### config.mk
export PLATFORM = sky130hd
export DESIGN_NAME = instr_encoder_loader_flat
export DESIGN_NICKNAME = d
export VERILOG_FILES = /design/src/rtl/instr_encoder_loader_if.sv /design/src/rtl/instr_encoder_loader.sv /design/src/flat_wrapper.sv
export SDC_FILE = /design/constraint.sdc
export NUM_CORES = 1
export LEC_CHECK = 0
export BUFFER_PORTS_ARGS = -buffer_cell sky130_fd_sc_hd__buf_2
export CORE_MARGIN = 5
export CORE_UTILIZATION = 35
export CTS_BUF_LIST = sky130_fd_sc_hd__clkbuf_4 sky130_fd_sc_hd__clkbuf_8
export DETAILED_ROUTE_END_ITERATION = 16
export SYNTH_ARGS = -nofsm -noshare
export SYNTH_HDL_FRONTEND = slang
export SYNTH_SLANG_ARGS = --single-unit
export TNS_END_PERCENT = 30
### constraint.sdc
create_clock -name i_clk -period 1.7 [get_ports i_clk]
set_input_delay 0.255 -clock i_clk [delete_from_list [all_inputs] [get_ports i_clk]]
set_output_delay 0.255 -clock i_clk [all_outputs]
set_load 0.1 [all_outputs]
### src/rtl/instr_encoder_loader_if.sv
// rtl/instr_encoder_loader_if.sv - instruction-field handshake bundle for instr_encoder_loader
interface instr_encoder_loader_if;
  logic        in_valid;
  logic        in_ready;
  logic [4:0]  op_sel;
  logic [4:0]  rs;
  logic [4:0]  rt;
  logic [4:0]  rd;
  logic [4:0]  shamt;
  logic [15:0] imm;
  logic [25:0] target;

  modport master (
    output in_valid, op_sel, rs, rt, rd, shamt, imm, target,
    input  in_ready
  );

  modport slave (
    input  in_valid, op_sel, rs, rt, rd, shamt, imm, target,
    output in_ready
  );
endinterface

### src/rtl/instr_encoder_loader.sv
// rtl/instr_encoder_loader.sv - MIPS instruction encoder writing consecutive words into instruction memory
// Optional feature macro: ENC_BRANCH_REL_EN (BEQ/BNE imm taken as absolute word address).
module instr_encoder_loader #(
  parameter int ADDR_W = 8
) (
  input  logic                  i_clk,
  input  logic                  i_reset,
  input  logic                  i_start,
  instr_encoder_loader_if.slave i_bus,
  output logic                  o_mem_we,
  output logic [ADDR_W-1:0]     o_mem_addr,
  output logic [31:0]           o_mem_wdata,
  output logic [ADDR_W:0]       o_word_count,
  output logic                  o_done,
  output logic                  o_err_illegal,
  output logic                  o_err_overflow
);

  typedef enum logic [1:0] {S_IDLE, S_RUN, S_DONE} state_t;

  localparam logic [ADDR_W-1:0] ADDR_ONE  = 1;
  localparam logic [ADDR_W-1:0] ADDR_LAST = '1;
  localparam logic [ADDR_W:0]   CNT_ONE   = 1;
  localparam logic [31:0]       STOP_WORD = 32'hFC00_0000;

  state_t              r_state;
  logic                r_in_ready;
  logic                r_mem_we;
  logic [ADDR_W-1:0]   r_mem_addr;
  logic [31:0]         r_mem_wdata;
  logic [ADDR_W-1:0]   r_wr_addr;
  logic [ADDR_W:0]     r_word_count;
  logic                r_done;
  logic                r_err_illegal;
  logic                r_err_overflow;

  logic [31:0] w_word;
  logic [15:0] w_branch_off;
  logic        w_legal;
  logic        w_stop;
  logic        w_accept;

  assign w_legal  = (i_bus.op_sel <= 5'd27);
  assign w_stop   = (i_bus.op_sel == 5'd27);
  assign w_accept = r_in_ready && i_bus.in_valid;

  always_comb begin
    w_branch_off = i_bus.imm;
`ifdef ENC_BRANCH_REL_EN
    w_branch_off = i_bus.imm - (16'(r_wr_addr) + 16'd1);
`endif
  end

  // Shift-by-immediate zeroes rs; register-sourced ops zero shamt; JR keeps only rs.
  always_comb begin
    w_word = 32'd0;
    case (i_bus.op_sel)
      5'd0:  w_word = {11'd0, i_bus.rt, i_bus.rd, i_bus.shamt, 6'd0};
      5'd1:  w_word = {11'd0, i_bus.rt, i_bus.rd, i_bus.shamt, 6'd2};
      5'd2:  w_word = {11'd0, i_bus.rt, i_bus.rd, i_bus.shamt, 6'd3};
      5'd3:  w_word = {6'd0, i_bus.rs, i_bus.rt, i_bus.rd, 5'd0, 6'd4};
      5'd4:  w_word = {6'd0, i_bus.rs, i_bus.rt, i_bus.rd, 5'd0, 6'd6};
      5'd5:  w_word = {6'd0, i_bus.rs, i_bus.rt, i_bus.rd, 5'd0, 6'd7};
      5'd6:  w_word = {6'd0, i_bus.rs, 15'd0, 6'd8};
      5'd7:  w_word = {6'd0, i_bus.rs, i_bus.rt, i_bus.rd, 5'd0, 6'd32};
      5'd8:  w_word = {6'd0, i_bus.rs, i_bus.rt, i_bus.rd, 5'd0, 6'd33};
      5'd9:  w_word = {6'd0, i_bus.rs, i_bus.rt, i_bus.rd, 5'd0, 6'd34};
      5'd10: w_word = {6'd0, i_bus.rs, i_bus.rt, i_bus.rd, 5'd0, 6'd35};
      5'd11: w_word = {6'd0, i_bus.rs, i_bus.rt, i_bus.rd, 5'd0, 6'd36};
      5'd12: w_word = {6'd0, i_bus.rs, i_bus.rt, i_bus.rd, 5'd0, 6'd37};
      5'd13: w_word = {6'd0, i_bus.rs, i_bus.rt, i_bus.rd, 5'd0, 6'd38};
      5'd14: w_word = {6'd0, i_bus.rs, i_bus.rt, i_bus.rd, 5'd0, 6'd39};
      5'd15: w_word = {6'd0, i_bus.rs, i_bus.rt, i_bus.rd, 5'd0, 6'd42};
      5'd16: w_word = {6'd4,  i_bus.rs, i_bus.rt, w_branch_off};
      5'd17: w_word = {6'd5,  i_bus.rs, i_bus.rt, w_branch_off};
      5'd18: w_word = {6'd8,  i_bus.rs, i_bus.rt, i_bus.imm};
      5'd19: w_word = {6'd9,  i_bus.rs, i_bus.rt, i_bus.imm};
      5'd20: w_word = {6'd12, i_bus.rs, i_bus.rt, i_bus.imm};
      5'd21: w_word = {6'd13, i_bus.rs, i_bus.rt, i_bus.imm};
      5'd22: w_word = {6'd14, i_bus.rs, i_bus.rt, i_bus.imm};
      5'd23: w_word = {6'd35, i_bus.rs, i_bus.rt, i_bus.imm};
      5'd24: w_word = {6'd43, i_bus.rs, i_bus.rt, i_bus.imm};
      5'd25: w_word = {6'd2, i_bus.target};
      5'd26: w_word = {6'd3, i_bus.target};
      5'd27: w_word = STOP_WORD;
      default: w_word = 32'd0;
    endcase
  end

  always_ff @(posedge i_clk) begin
    if (i_reset) begin
      r_state        <= S_IDLE;
      r_in_ready     <= 1'b0;
      r_mem_we       <= 1'b0;
      r_mem_addr     <= '0;
      r_mem_wdata    <= 32'd0;
      r_wr_addr      <= '0;
      r_word_count   <= '0;
      r_done         <= 1'b0;
      r_err_illegal  <= 1'b0;
      r_err_overflow <= 1'b0;
    end else begin
      r_mem_we <= 1'b0;
      case (r_state)
        S_IDLE, S_DONE: begin
          if (i_start) begin
            r_state        <= S_RUN;
            r_in_ready     <= 1'b1;
            r_wr_addr      <= '0;
            r_word_count   <= '0;
            r_done         <= 1'b0;
            r_err_illegal  <= 1'b0;
            r_err_overflow <= 1'b0;
          end
        end
        S_RUN: begin
          if (w_accept) begin
            if (!w_legal) begin
              r_err_illegal <= 1'b1;
            end else begin
              r_mem_we     <= 1'b1;
              r_mem_addr   <= r_wr_addr;
              r_mem_wdata  <= w_word;
              r_word_count <= r_word_count + CNT_ONE;
              r_wr_addr    <= r_wr_addr + ADDR_ONE;
              // Last slot written by anything other than STOP means the program did not fit.
              if (w_stop || (r_wr_addr == ADDR_LAST)) begin
                r_state    <= S_DONE;
                r_in_ready <= 1'b0;
                r_done     <= 1'b1;
                if (!w_stop) r_err_overflow <= 1'b1;
              end
            end
          end
        end
        default: begin
          r_state    <= S_IDLE;
          r_in_ready <= 1'b0;
        end
      endcase
    end
  end

  assign i_bus.in_ready = r_in_ready;
  assign o_mem_we       = r_mem_we;
  assign o_mem_addr     = r_mem_addr;
  assign o_mem_wdata    = r_mem_wdata;
  assign o_word_count   = r_word_count;
  assign o_done         = r_done;
  assign o_err_illegal  = r_err_illegal;
  assign o_err_overflow = r_err_overflow;

endmodule

### src/flat_wrapper.sv
// flat-port wrapper written by rule: the top's interface ports become plain ports
module instr_encoder_loader_flat 
#(
  parameter int ADDR_W = 8
)
  (i_clk, i_reset, i_start, o_mem_we, o_mem_addr, o_mem_wdata, o_word_count, o_done, o_err_illegal, o_err_overflow, i_bus_in_valid, i_bus_op_sel, i_bus_rs, i_bus_rt, i_bus_rd, i_bus_shamt, i_bus_imm, i_bus_target, i_bus_in_ready);
  instr_encoder_loader_if i_bus_i ();
  input  logic i_clk;
  input  logic i_reset;
  input  logic i_start;
  output logic o_mem_we;
  output logic [ADDR_W-1:0] o_mem_addr;
  output logic [31:0] o_mem_wdata;
  output logic [ADDR_W:0] o_word_count;
  output logic o_done;
  output logic o_err_illegal;
  output logic o_err_overflow;
  input wire logic [$bits(i_bus_i.in_valid)-1:0] i_bus_in_valid;
  input wire logic [$bits(i_bus_i.op_sel)-1:0] i_bus_op_sel;
  input wire logic [$bits(i_bus_i.rs)-1:0] i_bus_rs;
  input wire logic [$bits(i_bus_i.rt)-1:0] i_bus_rt;
  input wire logic [$bits(i_bus_i.rd)-1:0] i_bus_rd;
  input wire logic [$bits(i_bus_i.shamt)-1:0] i_bus_shamt;
  input wire logic [$bits(i_bus_i.imm)-1:0] i_bus_imm;
  input wire logic [$bits(i_bus_i.target)-1:0] i_bus_target;
  output wire logic [$bits(i_bus_i.in_ready)-1:0] i_bus_in_ready;
  assign i_bus_i.in_valid = i_bus_in_valid;
  assign i_bus_i.op_sel = i_bus_op_sel;
  assign i_bus_i.rs = i_bus_rs;
  assign i_bus_i.rt = i_bus_rt;
  assign i_bus_i.rd = i_bus_rd;
  assign i_bus_i.shamt = i_bus_shamt;
  assign i_bus_i.imm = i_bus_imm;
  assign i_bus_i.target = i_bus_target;
  assign i_bus_in_ready = i_bus_i.in_ready;
  instr_encoder_loader #(.ADDR_W(ADDR_W)) u_core (.i_clk(i_clk), .i_reset(i_reset), .i_start(i_start), .i_bus(i_bus_i), .o_mem_we(o_mem_we), .o_mem_addr(o_mem_addr), .o_mem_wdata(o_mem_wdata), .o_word_count(o_word_count), .o_done(o_done), .o_err_illegal(o_err_illegal), .o_err_overflow(o_err_overflow));
endmodule
## Yosys cells after proc, flatten, opt, wreduce, memory -nomap -nowiden

Cells that the tools add are included.

- Flip-flop bits (word level): 64
- Input port bits: 71
- Output and inout bits: 54
- Word-level logic and storage cells: 97

- Add/subtract/negate cells: 2
- $lt $le $gt $ge: 1
- Equal/unequal tests: 36
- Muxes and demuxes: 33
- Bitwise operators: 2
- Reduce and logical (&&, ||, !) cells: 13

Operators with widths:

| operator | count |
|---|---|
| $pmux W32 S28 | 1 |
| $eq A5 B5 Y1 const B | 12 |
| $eq A5 B4 Y1 const B | 8 |
| $mux W9 | 3 |
| $mux W8 | 3 |
| $eq A5 B3 Y1 const B | 4 |
| $pmux W9 S2 | 1 |
| $pmux W8 S2 | 1 |
| $mux W1 | 15 |
| $reduce_and A4 Y1 | 3 |
| $eq A5 B2 Y1 const B | 2 |
| $add A9 B1 Y9 const B | 1 |
| $add A8 B1 Y8 const B | 1 |
| $eq A8 B8 Y1 const B | 1 |
| $mux W2 | 4 |
| $pmux W1 S2 | 4 |
| $ne A2 B1 Y1 const B | 3 |
| $ne A2 B2 Y1 const B | 3 |
| $reduce_and A6 Y1 | 1 |
| $eq A5 B1 Y1 const B | 1 |
| $le A5 B5 Y1 const B | 1 |
| $logic_not A5 Y1 | 1 |
| $reduce_and A5 Y1 | 1 |
| $pmux W2 S2 | 1 |
| other kinds (10) | 11 |

## Logic depth before layout (Yosys ltp)

- Depth after elaboration: 6
- Depth in mapped cells: 7
- Mapped depth without buffers: 5

## Worst setup path before layout

No wires, ideal clock.

- Path kind: register to register
- Start: reg u_core.r_in_ready (netlist: u_core.i_bus.in_ready)
- End: reg u_core.r_word_count[5] (netlist: u_core.o_word_count[5])
- Library setup time: 70 ps
- Data arrival time: 2193 ps
- Required time: 1630 ps
- Path slack: -563 ps
- Stages on the path, launching flop included: 6
- Path buffers: 1
- Period minus slack after synthesis: 2263 ps
- Path through: dfxtp_1 > and4b_2 > a21oi_2 > buf_6 > or4_1 > a21oi_1

- Longest elaborated chain between the ends: 3

Ends and longest elaborated chain:

| what | RTL line | text |
|---|---|---|
| start, declared | instr_encoder_loader.sv:27 | `logic r_in_ready;` |
| start signal, assigned | instr_encoder_loader.sv:93 | `r_in_ready <= 1'b0;` |
| start signal, assigned | instr_encoder_loader.sv:108 | `r_in_ready <= 1'b1;` |
| start signal, assigned | instr_encoder_loader.sv:129 | `r_in_ready <= 1'b0;` |
| $logic_and A1 B1 Y1 | instr_encoder_loader.sv:45 | `assign w_accept = r_in_ready && i_bus.in_valid;` |
| $ne A2 B1 Y1 (no line) | -- |  |
| $reduce_and A4 Y1 (no line) | -- |  |
| end signal, assigned | instr_encoder_loader.sv:124 | `r_word_count <= r_word_count + CNT_ONE;` |
| end, declared | instr_encoder_loader.sv:32 | `logic [ADDR_W:0] r_word_count;` |

Every way passes these cells.
A chain may end at the register's enable or synchronous reset.

## Worst setup path after layout

- Start: reg u_core.r_state[1]
- End: reg u_core.r_wr_addr[7]

- Longest elaborated chain between the ends: 4
- Elaborated cells between the ends (all ways): 10
- Classes of those cells: eq/ne: 5; mux: 1; reduce/logical: 4

Ends and longest elaborated chain:

| what | RTL line | text |
|---|---|---|
| start, declared | instr_encoder_loader.sv:26 | `state_t r_state;` |
| start signal, assigned | instr_encoder_loader.sv:92 | `r_state <= S_IDLE;` |
| start signal, assigned | instr_encoder_loader.sv:107 | `r_state <= S_RUN;` |
| start signal, assigned | instr_encoder_loader.sv:128 | `r_state <= S_DONE;` |
| $eq A2 B2 Y1 / $logic_not A2 Y1 (equally long branches) | instr_encoder_loader.sv:104 | `case (r_state)` |
| $reduce_or A2 Y1 | instr_encoder_loader.sv:104 |  |
| $ne A2 B2 Y1 (no line) / $reduce_bool A2 Y1 (equally long branches) | -- |  |
| $reduce_and A4 Y1 (no line) | -- |  |
| end signal, assigned | instr_encoder_loader.sv:125 | `r_wr_addr <= r_wr_addr + ADDR_ONE;` |
| end, declared | instr_encoder_loader.sv:31 | `logic [ADDR_W-1:0] r_wr_addr;` |

Parallel ways exist; a longest one is shown, timed or not.

==> impl_metrics.ini <==
[cells_and_area]
fillerInstances = 889
final_cell_mix = buf_2, dfxtp_1, nand2_1
mostFrequentLayoutCell = buf_2
area_growth_pct = 35.56
final_cells = 623
fin_util = 0.4828
diodes = 0
final_layout_size_suffix_gt1_frac = 0.3515
final_cell_area_sq_mm = 0.004169
nets = 583

[drt]
vias = 3324
viasPerCell = 5.335
drt_first_iter_violations = 96
drc_errors = 0
post_drt_wl_per_cell_um = 15.20
first_pass_iters = 4
detail-route-antenna-nets = 0
wirelength_um = 9468

[die]
fp.dieW_um = 103.7
fp.dieArea_sq_mm = 0.01076
core_area_sq_mm = 0.008636
std_cell_rows = 34
num_io_pins = 125
die_h_um = 103.7
initial_core_util = 0.3561

[synth]
synth_ff_type = dfxtp_1
syn-num-nets = 454
synth.distinct_cells = 47
synth_top_area_share = 0.4166
seq_area_frac_synth = 0.4166
synth_edf_count = 0
async_flop_share = 0
synth_area_leaders = dfxtp_1, a21oi_1, a221oi_1
synthCells = 381
synth_area_sq_mm = 0.003075
ys_ff_latch = 64
ys_warn_count = 0
synth.avg_cell_area_sq_um = 8.072
yosys.area.top_type = dfxtp_1

[cts]
cts_root_buf = clkbuf_8
clk_pin_slew_ns = 0.07
h-tree-depth = 3
cts_tree = yes
post-cts-setup-buffers = 0
cts_hold_buf = 0
insertion_delay_ns = 0.34
clock_sinks = 64
clk_path_buf_depth = 2
cts_buffers = 9

[grt]
grt_use_total = 0.1758
grt_first_pass_wirelength_um = 15830
antenna_found_initial = 0
globalRouteOverflowTotal = 0
grt_max_degree = 31
grt_pass1_vias = 3234

[sta]
setup_slack_ns = 0.09074
final-max-slew-violation-count = 0
slew_headroom = 0.6670
max_freq_mhz = 621.4
final.setup_skew_ns = 0.006575
tightest_slew_ns = 0.5029
setup_viol = 0
period_minus_slack_ns = 1.609
rsz0062_at_grt = false
post-route-period-util = 0.9466
finalHoldViolCount = 0

[hold_path]
min-delay-start = i_bus_imm[6]
min_path_type = input port to register
whs_endpoint = u_core.o_mem_wdata[6]
hold_path_depth = 3

[pwr]
p_leak_nw = 1.757
ir_worst_vdd_v = 0.0005128
combPwrFrac = 0.203
power_density_mw_per_mm2 = 849.4
net-switching-power_mw = 1.104
p_seq_frac = 0.439
p_clk_frac = 0.357
p_sw_frac = 0.3119
intPower_mw = 2.437
fin_total_pwr_mw = 3.541

[placed_design]
pre_cts_slack_ns = 0.06243
dp.cells = 607
port_buffers = 124
gp_congestion = 0.8797
hpwl_um = 7056
placed_area_sq_mm = 0.003973

[worst_setup_path]
reg2reg_from = u_core.r_state[1]
path_class = register to register
reg2reg_slack_ns = 0.09
timing.rr.end = u_core.r_wr_addr[7]
rr_worst_depth = 5
arrival_ns = 1.88
required_ns = 1.97
startpoint_type = register
worstPathMaxFanout = 30
crit_path_end_kind = register

[job]
drv_cap = 0

[status]
status = completed
[layout make-up]
type / count / area, sq um / area share
clock buffer: 14 / 180.2 / 0.04322
clock inverter: 2 / 12.51 / 0.003001
inverter: 5 / 18.77 / 0.004502
multi-input combinational: 280 / 1632 / 0.3914
sequential: 64 / 1300 / 0.3118
tap: 108 / 135.1 / 0.03241
timing repair buffer: 150 / 890.9 / 0.2137
[cell usage after synthesis, types with 9 or more instances]
master and n:
a211oi_1 16, a21oi_1 40, a221oi_1 21, buf_2 17
clkbuf_1 11, dfxtp_1 64, nand2_1 43, nand3_1 9
nor2_1 42, nor3_1 15, o21ai_0 13, or3_1 9
[kinds of logic (layout without fill, tap and decap cells)]
group | count (synthesis) | after routing | share of synthesized area
AND/OR/NAND/NOR | 153 | 153 | 0.2421
AO/OA/AOI/OAI | 124 | 124 | 0.2746
flip-flops | 64 | 64 | 0.4166
buffers and inverters | 37 | 171 | 0.05574
adder cells (fa/ha/maj) | 2 | 2 | 0.008135
XOR/XNOR | 1 | 1 | 0.002848
[per-stage QoR]
stage	hold slack [ns]	setup TNS (ns)
after floorplan	0.3961	-0.04847
after global placement	0.4409	0
after detailed placement	0.4439	0
after CTS	0.1382	0
after global routing	0.1458	0
final	0.1548	0
[power by group through the flow]
stage          clock (mW)  sequential [mW]  combinational [mW]
6_report             1.27             1.56               0.720
5_1_grt              1.38             1.56               0.774
4_1_cts              1.30             1.55               0.723
3_5_place_dp            0             1.59               0.721
3_3_place_gp            0             1.59               0.716
2_1_floorplan           0             1.83               0.247
[worst max path at each step]
| stage | start | end | slack, ns | cells past startpoint |
|---|---|---|---|---|
| 3_3_place_gp | i_bus_op_sel[0] | u_core.o_mem_wdata[19] | 0.12 | 5 |
| 6_report | u_core.r_state[1] | u_core.r_wr_addr[7] | 0.09 | 5 |
| 2_1_floorplan | u_core.i_bus.in_ready | u_core.o_word_count[5] | -0.02 | 5 |
| 4_1_cts | u_core.r_state[1] | u_core.r_wr_addr[7] | 0.08 | 5 |
| 3_5_place_dp | i_bus_op_sel[0] | u_core.o_mem_wdata[16] | 0.06 | 5 |
| 5_1_grt | u_core.r_state[1] | u_core.o_word_count[5] | 0.01 | 5 |
[flip-flops by register name, indices dropped and copies added, names as in the netlist, 2 cells and up]
signal,count
u_core.r_state,2
u_core.o_mem_addr,8
u_core.o_mem_wdata,32
u_core.o_word_count,9
u_core.r_wr_addr,8
[timing repair]
action	CTS	global route
setup endpoints to repair	0	1
hold endpoints to repair	0	0
gates resized for setup	0	1
[routing by layer]
layer  part of all wire  GRT usage  routed length (um)  vias to the layer above
met4              0.012    0.05273                 116                        0
met1               0.44     0.2240                4213                     1562
met5                  0          0                   0                        -
met2               0.48     0.2896                4579                       95
li1                   -          -                   -                     1658
met3              0.059    0.04789                 558                        9
[critical path: stages (launching register included)]
cell	delay, ns
dfxtp_1	0.33
and4b_2	0.33
a21oi_2	0.08
buf_12	0.16
or4_1	0.49
a21oi_1	0.15
Power figures use the tool's default switching activity.
